File: src/rtl/mac_pkg.sv
// rtl/mac_pkg.sv - shared state encoding and default widths for the mac_acc dot-product accumulator
package mac_pkg;

  typedef enum logic [1:0] {
    IDLE  = 2'd0,
    ACCUM = 2'd1,
    HOLD  = 2'd2
  } state_t;

  localparam int DEF_P_WIDTH   = 16;
  localparam int DEF_ACC_WIDTH = 24;
  localparam int DEF_N_TERMS   = 16;

endpackage

File: src/rtl/sat_add.sv
// rtl/sat_add.sv - signed accumulator adder; clamps on overflow when MAC_ACC_SAT_EN is defined, wraps otherwise
module sat_add import mac_pkg::*; #(
  parameter int ACC_WIDTH = DEF_ACC_WIDTH
) (
  input  logic signed [ACC_WIDTH-1:0] i_a,
  input  logic signed [ACC_WIDTH-1:0] i_b,
  output logic signed [ACC_WIDTH-1:0] o_sum,
  output logic                        o_ovf
);

  logic signed [ACC_WIDTH-1:0] w_raw;
  assign w_raw = i_a + i_b;

`ifdef MAC_ACC_SAT_EN
  // Overflow only when both operands share a sign the raw sum does not.
  logic w_ovf;
  assign w_ovf = (i_a[ACC_WIDTH-1] == i_b[ACC_WIDTH-1]) &&
                 (w_raw[ACC_WIDTH-1] != i_a[ACC_WIDTH-1]);
  assign o_ovf = w_ovf;
  assign o_sum = !w_ovf ? w_raw :
                 i_a[ACC_WIDTH-1] ? {1'b1, {(ACC_WIDTH-1){1'b0}}}
                                  : {1'b0, {(ACC_WIDTH-1){1'b1}}};
`else
  assign o_ovf = 1'b0;
  assign o_sum = w_raw;
`endif

endmodule

File: src/rtl/mac_acc.sv
// rtl/mac_acc.sv - accumulates N_TERMS signed products into one held result (saturation: MAC_ACC_SAT_EN)
module mac_acc import mac_pkg::*; #(
  parameter int P_WIDTH   = DEF_P_WIDTH,
  parameter int ACC_WIDTH = DEF_ACC_WIDTH,
  parameter int N_TERMS   = DEF_N_TERMS
) (
  input  logic                        clk,
  input  logic                        n_rst,
  input  logic                        clr,
  input  logic                        in_valid,
  input  logic signed [P_WIDTH-1:0]   in_data,
  output logic                        in_ready,
  output logic                        out_valid,
  input  logic                        out_ready,
  output logic signed [ACC_WIDTH-1:0] out_data,
  output logic                        sat
);

  localparam int CW = $clog2(N_TERMS + 1);

  state_t                      r_state;
  state_t                      w_next;
  logic signed [ACC_WIDTH-1:0] r_acc;
  logic        [CW-1:0]        r_count;
  logic                        r_sat;

  logic                        w_accept;
  logic signed [ACC_WIDTH-1:0] w_ext;
  logic signed [ACC_WIDTH-1:0] w_a;
  logic signed [ACC_WIDTH-1:0] w_sum;
  logic                        w_ovf;
  logic        [CW-1:0]        w_cnt_next;

  assign w_accept   = in_valid && in_ready;
  assign w_ext      = ACC_WIDTH'(in_data);
  assign w_a        = (r_state == IDLE) ? '0 : r_acc;
  assign w_cnt_next = (r_state == IDLE) ? CW'(1) : r_count + CW'(1);

  sat_add #(.ACC_WIDTH(ACC_WIDTH)) u_sat_add (
    .i_a   (w_a),
    .i_b   (w_ext),
    .o_sum (w_sum),
    .o_ovf (w_ovf)
  );

  always_ff @(posedge clk or negedge n_rst) begin
    if (!n_rst) begin
      r_state <= IDLE;
      r_acc   <= '0;
      r_count <= '0;
      r_sat   <= 1'b0;
    end else if (clr) begin
      r_state <= IDLE;
      r_acc   <= '0;
      r_count <= '0;
      r_sat   <= 1'b0;
    end else begin
      r_state <= w_next;
      if (w_accept) begin
        r_acc   <= w_sum;
        r_count <= w_cnt_next;
        r_sat   <= ((r_state == IDLE) ? 1'b0 : r_sat) | w_ovf;
      end else if (r_state == HOLD && out_ready) begin
        r_acc   <= '0;
        r_count <= '0;
        r_sat   <= 1'b0;
      end
    end
  end

  always_comb begin
    w_next = r_state;
    case (r_state)
      IDLE, ACCUM: if (w_accept && w_cnt_next == CW'(N_TERMS)) w_next = HOLD;
                   else if (w_accept) w_next = ACCUM;
      HOLD:        if (out_ready) w_next = IDLE;
      default:     w_next = IDLE;
    endcase
  end

  always_comb begin
    in_ready  = (r_state != HOLD);
    out_valid = (r_state == HOLD);
    out_data  = r_acc;
    sat       = r_sat;
  end

endmodule

File: config.mk
export PLATFORM = sky130hd
export DESIGN_NAME = mac_acc
export DESIGN_NICKNAME = d
export VERILOG_FILES = /design/src/rtl/mac_pkg.sv /design/src/rtl/sat_add.sv /design/src/rtl/mac_acc.sv
export SDC_FILE = /design/constraint.sdc
export NUM_CORES = 1
export LEC_CHECK = 0
export CAP_MARGIN = 30
export CORE_AREA = 2 2 97 99
export CTS_CLUSTER_DIAMETER = 60
export DETAILED_ROUTE_END_ITERATION = 10
export DIE_AREA = 0 0 99 101
export SLEW_MARGIN = 20
export SYNTH_ARGS = -nofsm -noshare
export SYNTH_HDL_FRONTEND = slang
export SYNTH_SLANG_ARGS = --single-unit
export TNS_END_PERCENT = 100
File: constraint.sdc
create_clock -name clk -period 3.35 [get_ports clk]
set_input_delay 0.67 -clock clk [delete_from_list [all_inputs] [get_ports clk]]
set_output_delay 0.67 -clock clk [all_outputs]
set_load 0.01 [all_outputs]
==> results of run 1 <==
==> sequential cells by signal, indices dropped and copies added, names as in the netlist <==
name,cells
out_data,24
r_count,5
r_state,2
==> worst max path at each step <==
stage	from	end	slack, ps	cells after the start
after detailed placement	in_data[0]	out_data[20]$_DFFE_PN0P_	10	11
after global routing	r_state[0]$_DFFE_PN0P_	out_data[20]$_DFFE_PN0P_	2	12
after CTS	r_state[0]$_DFFE_PN0P_	out_data[21]$_DFFE_PN0P_	180	12
after floorplan	r_state[0]$_DFFE_PN0P_	out_data[20]$_DFFE_PN0P_	280	13
final	r_state[0]$_DFFE_PN0P_	out_data[21]$_DFFE_PN0P_	170	11
after global placement	in_data[15]	out_data[21]$_DFFE_PN0P_	60	9
==> logic make-up (layout without fill, tap and decap cells) <==
kind of cell | Yosys count | count (layout) | share of synthesized area [%]
mux | 1 | 1 | 0.383
other cells | 1 | 1 | 0.143
compound gates | 98 | 98 | 25.3
fa+ha+maj | 25 | 25 | 12.2
flops | 31 | 31 | 29.7
xor+xnor | 21 | 21 | 7.03
simple gates | 110 | 110 | 21.9
buf+inv | 20 | 77 | 3.35
==> critical path: stages (launching register included) <==
cell	delay, ps
sky130_fd_sc_hd__dfrtp_1	420
sky130_fd_sc_hd__or2_2	350
sky130_fd_sc_hd__buf_4	200
sky130_fd_sc_hd__and2_1	170
sky130_fd_sc_hd__ha_1	370
sky130_fd_sc_hd__and4_1	280
sky130_fd_sc_hd__a221o_1	340
sky130_fd_sc_hd__o2bb2ai_2	150
sky130_fd_sc_hd__or3_1	380
sky130_fd_sc_hd__a21oi_2	160
sky130_fd_sc_hd__xor2_1	170
sky130_fd_sc_hd__o21ai_1	80
==> repair_timing <==
item,CTS,global route
hold buffers,0,0
buffers inserted,0,0
setup endpoints to repair,0,3
resized for setup,0,4
==> routing by layer <==
metal,part of all wire (%),GRT usage (%)
met1,49,19.1
met2,46,23.5
met3,4.0,3.05
met4,1.5,4.00
met5,0,0
==> stage by stage <==
stage	std cells	setup slack [ps]	utilization, %
4_1_cts	475	177	37.4
3_5_place_dp	467	11.6	36.4
2_1_floorplan	307	285	-
5_1_grt	475	1.79	37.6
3_3_place_gp	467	63.0	36.4
6_report	475	172	37.6
==> cell usage in the layout, fill, tap and decap left out, drive strengths merged, types with 3 or more instances in the layout <==
cell type and n:
nor2 18, xnor2 13, clkdlybuf4s50 46, o21bai 7, o21a 3, dfrtp 31
nand2 36, nand4b 3, nor3 3, xor2 8, nor3b 5, nor4 4
and2 24, a21oi 28, ha 24, o21ai 26, a21o 11, inv 10
a22o 4, buf 14, nand3 6, clkbuf 5
==> final cells by class <==
cell class	instances	area (sq um)	share of cell area, %
sequential	31	776	23.0
timing repair buffer	60	566	16.7
clock buffer	5	68.8	2.04
tap	111	139	4.11
multi-input combinational	256	1770	52.5
clock inverter	3	23.8	0.703
inverter	9	33.8	1.00
==> power groups by stage <==
stage	combinational [mW]	sequential, mW	clock, mW
floorplan	0.168	0.435	0
global placement	0.308	0.428	0
detailed placement	0.310	0.429	0
CTS	0.313	0.422	0.329
global route	0.348	0.426	0.344
finish	0.312	0.421	0.320
==> results_dict.tcl, run 1 <==
set metrics [dict create \
    outcome "finished clean" \
    floorplan.rows 35 \
    gpl.final_weighted_congestion 0.857 \
    drive_above_1_share_pct 10.4 \
    n_fill_cell 928 \
    layout.nets 409 \
    worst_rel_slew_slack_pct 60.0 \
    timing_worst_slew_pin_value_ps 600 \
    count_of_vias_placed_by_the_detailed_router 2382 \
    drtAntennaViolNets 0 \
    route.detailed.drc 0 \
    total_internal_power_uw 704 \
    r2r_end "out_data[21]$_DFFE_PN0P_" \
    avgSynthCellArea_sq_um 8.52 \
    clk_pin_slew_ps 80 \
    timing.critical_path.arrival_ps 3360 \
    place_area_sq_um 3270 \
    routed_wirelength_mm 6.69 \
    ys_seq_area_share_pct 29.7 \
    worst-r2r-setup-slack_ps 170 \
    synth_fp_nets 353 \
    synth.most_common_cell "sky130_fd_sc_hd__nand2_1" \
    power_mw 1.05 \
    final_period_minus_worst_setup_slack_ps 3180 \
    synth.top_cells.by_area "sky130_fd_sc_hd__dfrtp_1, sky130_fd_sc_hd__ha_1, sky130_fd_sc_hd__and2_1, sky130_fd_sc_hd__nand2_1, sky130_fd_sc_hd__a21oi_1" \
    final.setup.tns_ps 0 \
    grt_start_max_net_pins 32 \
    number_of_stages_on_the_worst_hold_path 2 \
    port_buffers 46 \
    finalInstanceArea_sq_um 3380 \
    initialDrtViolationCount 46 \
    synth.top_cells.by_count "sky130_fd_sc_hd__nand2_1, sky130_fd_sc_hd__dfrtp_1, sky130_fd_sc_hd__a21oi_1, sky130_fd_sc_hd__and2_1, sky130_fd_sc_hd__ha_1" \
    pwr-share-seq_pct 40.0 \
    diodes 0 \
    wl_per_cell_um 14.1 \
    clock.fmax_mhz 315 \
    r2r_cells 11 \
    layout_area_overhead_pct 29.2 \
    die_h_um 101 \
    power.leakage_nw 1.52 \
    max-vdd-ir-drop_v 0.000146 \
    power.share.clock_pct 30.4 \
    clk_latency_ps 290 \
    critical_path_required_ps 3530 \
    worst-path-max-fanout 14 \
    tritoncts_num_sinks 31 \
    final_hold_viol_count 0 \
    syn-instance-count 307 \
    first_pass_grt_wire_length_mm 11.8 \
    holdCritStartpoint "out_data[8]$_DFFE_PN0P_" \
    detailed_place_hpwl_mm 5.07 \
    drv_cap 0 \
    floorplan.initialDensity_pct 29.1 \
    unrepaired_setup_endpoints_after_global_routing "false" \
    timing.hold.worst_endpoint "out_data[8]$_DFFE_PN0P_" \
    grt_util_all_layers_pct 14.3 \
    floorplan.die.width_um 99 \
    timing.critical_path.from_type "register" \
    switching_share_pct 33.1 \
    p_per_area_nw_per_um2 312 \
    worst_clock_skew_ps 8.16 \
    core-area_sq_um 8980 \
    final_max_slew_viol_count 0 \
    final.period_utilization_pct 94.9 \
    vias_per_cell 5.01 \
    die_area_sq_um 10000 \
    async_reset_ff_share_pct 100 \
    end_kind "register" \
    drt-pass1-iter-count 4 \
    fin_worst_hold_slack_ps 505 \
    number_of_cts_inserted_buffers 5 \
    cts_max_level 2 \
    cts_tree "built" \
    timing_worst_setup_path_type "register to register" \
    comb_power_share_pct 29.6 \
    synth_cell_type_count 55 \
    min_path_type "register to register" \
    synth_ff_type "sky130_fd_sc_hd__dfrtp_1" \
    initial_antenna_violation_count 0 \
    clock-root-buffer "sky130_fd_sc_hd__clkbuf_8" \
    yosys_register_bits 31 \
    syn-cell-area_sq_um 2620 \
    io_pins 48 \
    netSwitchingPower_uw 348 \
    synth_largest_area_cell "sky130_fd_sc_hd__dfrtp_1" \
    first_global_vias 2479 \
    r2r_start "r_state[0]$_DFFE_PN0P_" \
    setup_violations 0 \
    cts.path.max_buffers 2 \
    synth-warning-count 0 \
    grt_remaining_overflow 0 \
    synth_enable_flop_cells 0 \
    synth.top_cell.area_share_pct 29.7 \
]
Power figures use the tool's default switching activity.
==> inputs of run 2 (changes only) <==
Settings changed: PLACE_DENSITY set to 0.59.
==> results_dict.tcl, run 2 (synthesized netlist as in run 1, its figures left out) <==
set metrics [dict create \
    pwr-share-seq_pct 37.1 \
    first_global_vias 2345 \
    p_per_area_nw_per_um2 333 \
    number_of_cts_inserted_buffers 5 \
    grt_remaining_overflow 0 \
    critPathLaunch "r_state[0]$_DFFE_PN0P_" \
    crit_path_top_delay_cell "sky130_fd_sc_hd__dfrtp_1" \
    final_period_minus_worst_setup_slack_ps 3130 \
    final_max_slew_viol_count 0 \
    min_path_type "register to register" \
    grt_util_all_layers_pct 13.8 \
    drv_cap 0 \
    worst-path-stages 11 \
    clock.fmax_mhz 319 \
    floorplan.die.width_um 99 \
    core-area_sq_um 8980 \
    clk_pin_slew_ps 80 \
    r2r_cells 11 \
    worst-path-max-fanout 13 \
    final.setup.tns_ps 0 \
    wl_per_cell_um 14.1 \
    power.leakage_nw 1.55 \
    cts.path.max_buffers 2 \
    drt-pass1-iter-count 4 \
    final.period_utilization_pct 93.4 \
    place_area_sq_um 3280 \
    vias_per_cell 5.05 \
    tritoncts_num_sinks 31 \
    layout.cells.most_common_list "sky130_fd_sc_hd__clkdlybuf4s50_1, sky130_fd_sc_hd__nand2_1, sky130_fd_sc_hd__dfrtp_1" \
    cts_setup_buffers 0 \
    final_hold_viol_count 0 \
    timing.critical_path.slowest_cell_delay_ps 420 \
    comb_power_share_pct 27.6 \
    timing_worst_setup_path_type "register to register" \
    initial_antenna_violation_count 0 \
    largest_register_ff_count 24 \
    setup_violations 0 \
    gpl.final_weighted_congestion 0.839 \
    timing_worst_slew_pin_value_ps 649 \
    count_of_vias_placed_by_the_detailed_router 2402 \
    netSwitchingPower_uw 335 \
    cts_max_level 2 \
    switching_share_pct 29.6 \
    worst_rel_slew_slack_pct 56.7 \
    timing.critical_path.from_type "register" \
    unrepaired_setup_endpoints_after_global_routing "false" \
    routed_wirelength_mm 6.72 \
    floorplan.initialDensity_pct 29.1 \
    outcome "finished clean" \
    end_kind "register" \
    r2r_start "r_state[0]$_DFFE_PN0P_" \
    cts_tree "built" \
    layout.nets 410 \
    clock-root-buffer "sky130_fd_sc_hd__clkbuf_8" \
    io_pins 48 \
    diodes 0 \
    timing.critical_path.arrival_ps 3300 \
    floorplan.rows 35 \
    die_area_sq_um 10000 \
    drive_above_1_share_pct 10.4 \
    worst_clock_skew_ps 10.1 \
    die_h_um 101 \
    first_pass_grt_wire_length_mm 11.2 \
    crit_path_end "out_data[21]$_DFFE_PN0P_" \
    detailed_place_hpwl_mm 5.05 \
    worst-r2r-setup-slack_ps 220 \
    cp.buffers_inverters 1 \
    initialDrtViolationCount 81 \
    r2r_end "out_data[21]$_DFFE_PN0P_" \
    layout_area_overhead_pct 29.9 \
    port_buffers 46 \
    route.detailed.drc 0 \
    clk_latency_ps 290 \
    crit_family "simple AND/OR/NAND/NOR gates" \
    post-route-util_pct 37.9 \
    critical_path_required_ps 3520 \
    cts_hold_buf 0 \
    total_internal_power_uw 798 \
    finalInstanceArea_sq_um 3400 \
    max-vdd-ir-drop_v 0.000112 \
    series_of_cell_instances_along_the_critical_path "or2_4, buf_4, and2_1, ha_1, and4_1, a221o_1, o2bb2ai_2, or3_1, a21oi_2, xor2_1, o21ai_1" \
    grt_start_max_net_pins 32 \
    power.share.clock_pct 35.3 \
    layout.cells.most_common "sky130_fd_sc_hd__clkdlybuf4s50_1" \
    number_of_stages_on_the_worst_hold_path 2 \
    drtAntennaViolNets 0 \
]
run 2: changes by cell type in the layout (fill, tap and decap cells not counted), sizes merged:
cell,delta
buf,+1
bufinv,+1
clkbuf,+1
clkinv,+1
clkinvlp,-2
inv,-1
run 2: stage by stage:
stage                     power (mW)  std cells  hold WS (ps)  setup WS, ps
after floorplan                0.603        307           374           285
after global placement         0.737        468           485          66.8
after detailed placement       0.740        468           494          5.98
after CTS                       1.15        476           511           108
after global routing            1.20        476           533          57.9
final                           1.13        476           500           220
run 2: worst reg2reg max path, cell delays in order (launching register included):
cell	delay, ps
sky130_fd_sc_hd__dfrtp_1	420
sky130_fd_sc_hd__or2_4	300
sky130_fd_sc_hd__buf_4	180
sky130_fd_sc_hd__and2_1	180
sky130_fd_sc_hd__ha_1	370
sky130_fd_sc_hd__and4_1	270
sky130_fd_sc_hd__a221o_1	340
sky130_fd_sc_hd__o2bb2ai_2	160
sky130_fd_sc_hd__or3_1	380
sky130_fd_sc_hd__a21oi_2	160
sky130_fd_sc_hd__xor2_1	170
sky130_fd_sc_hd__o21ai_1	80
run 2: per-layer routing:
| metal | global-route usage, % | wire [um] |
|---|---|---|
| met1 | 18.8 | 3320 |
| met2 | 21.8 | 2990 |
| met3 | 3.26 | 340 |
| met4 | 3.90 | 63 |
| met5 | 0 | 0 |
run 2: how the worst min path moves through the flow:
stage,slack (ps),endpoint,from
5_1_grt,530,out_data[8]$_DFFE_PN0P_,out_data[8]$_DFFE_PN0P_
2_1_floorplan,370,out_data[0]$_DFFE_PN0P_,n_rst
6_report,500,out_data[15]$_DFFE_PN0P_,out_data[15]$_DFFE_PN0P_
3_3_place_gp,490,out_data[9]$_DFFE_PN0P_,out_data[9]$_DFFE_PN0P_
4_1_cts,510,out_data[16]$_DFFE_PN0P_,out_data[16]$_DFFE_PN0P_
3_5_place_dp,490,out_data[16]$_DFFE_PN0P_,out_data[16]$_DFFE_PN0P_
run 2: layout make-up:
type,count,area (sq um)
timing repair buffer,61,573
multi-input combinational,256,1760
tap,111,139
fill,917,5580
clock buffer,6,82.6
inverter,9,33.8
sequential,31,776
clock inverter,2,35.0
run 2: power by group through the flow:
stage,sequential [mW],combinational [mW],clock (mW)
finish,0.421,0.312,0.400
CTS,0.421,0.314,0.412
detailed placement,0.429,0.312,0
global route,0.426,0.344,0.430
global placement,0.428,0.309,0
floorplan,0.435,0.168,0
run 2: timing repair:
action / CTS / global route
endpoints found under the hold margin: 0 / 0
resized for setup: 0 / 2
setup endpoints to repair: 0 / 4
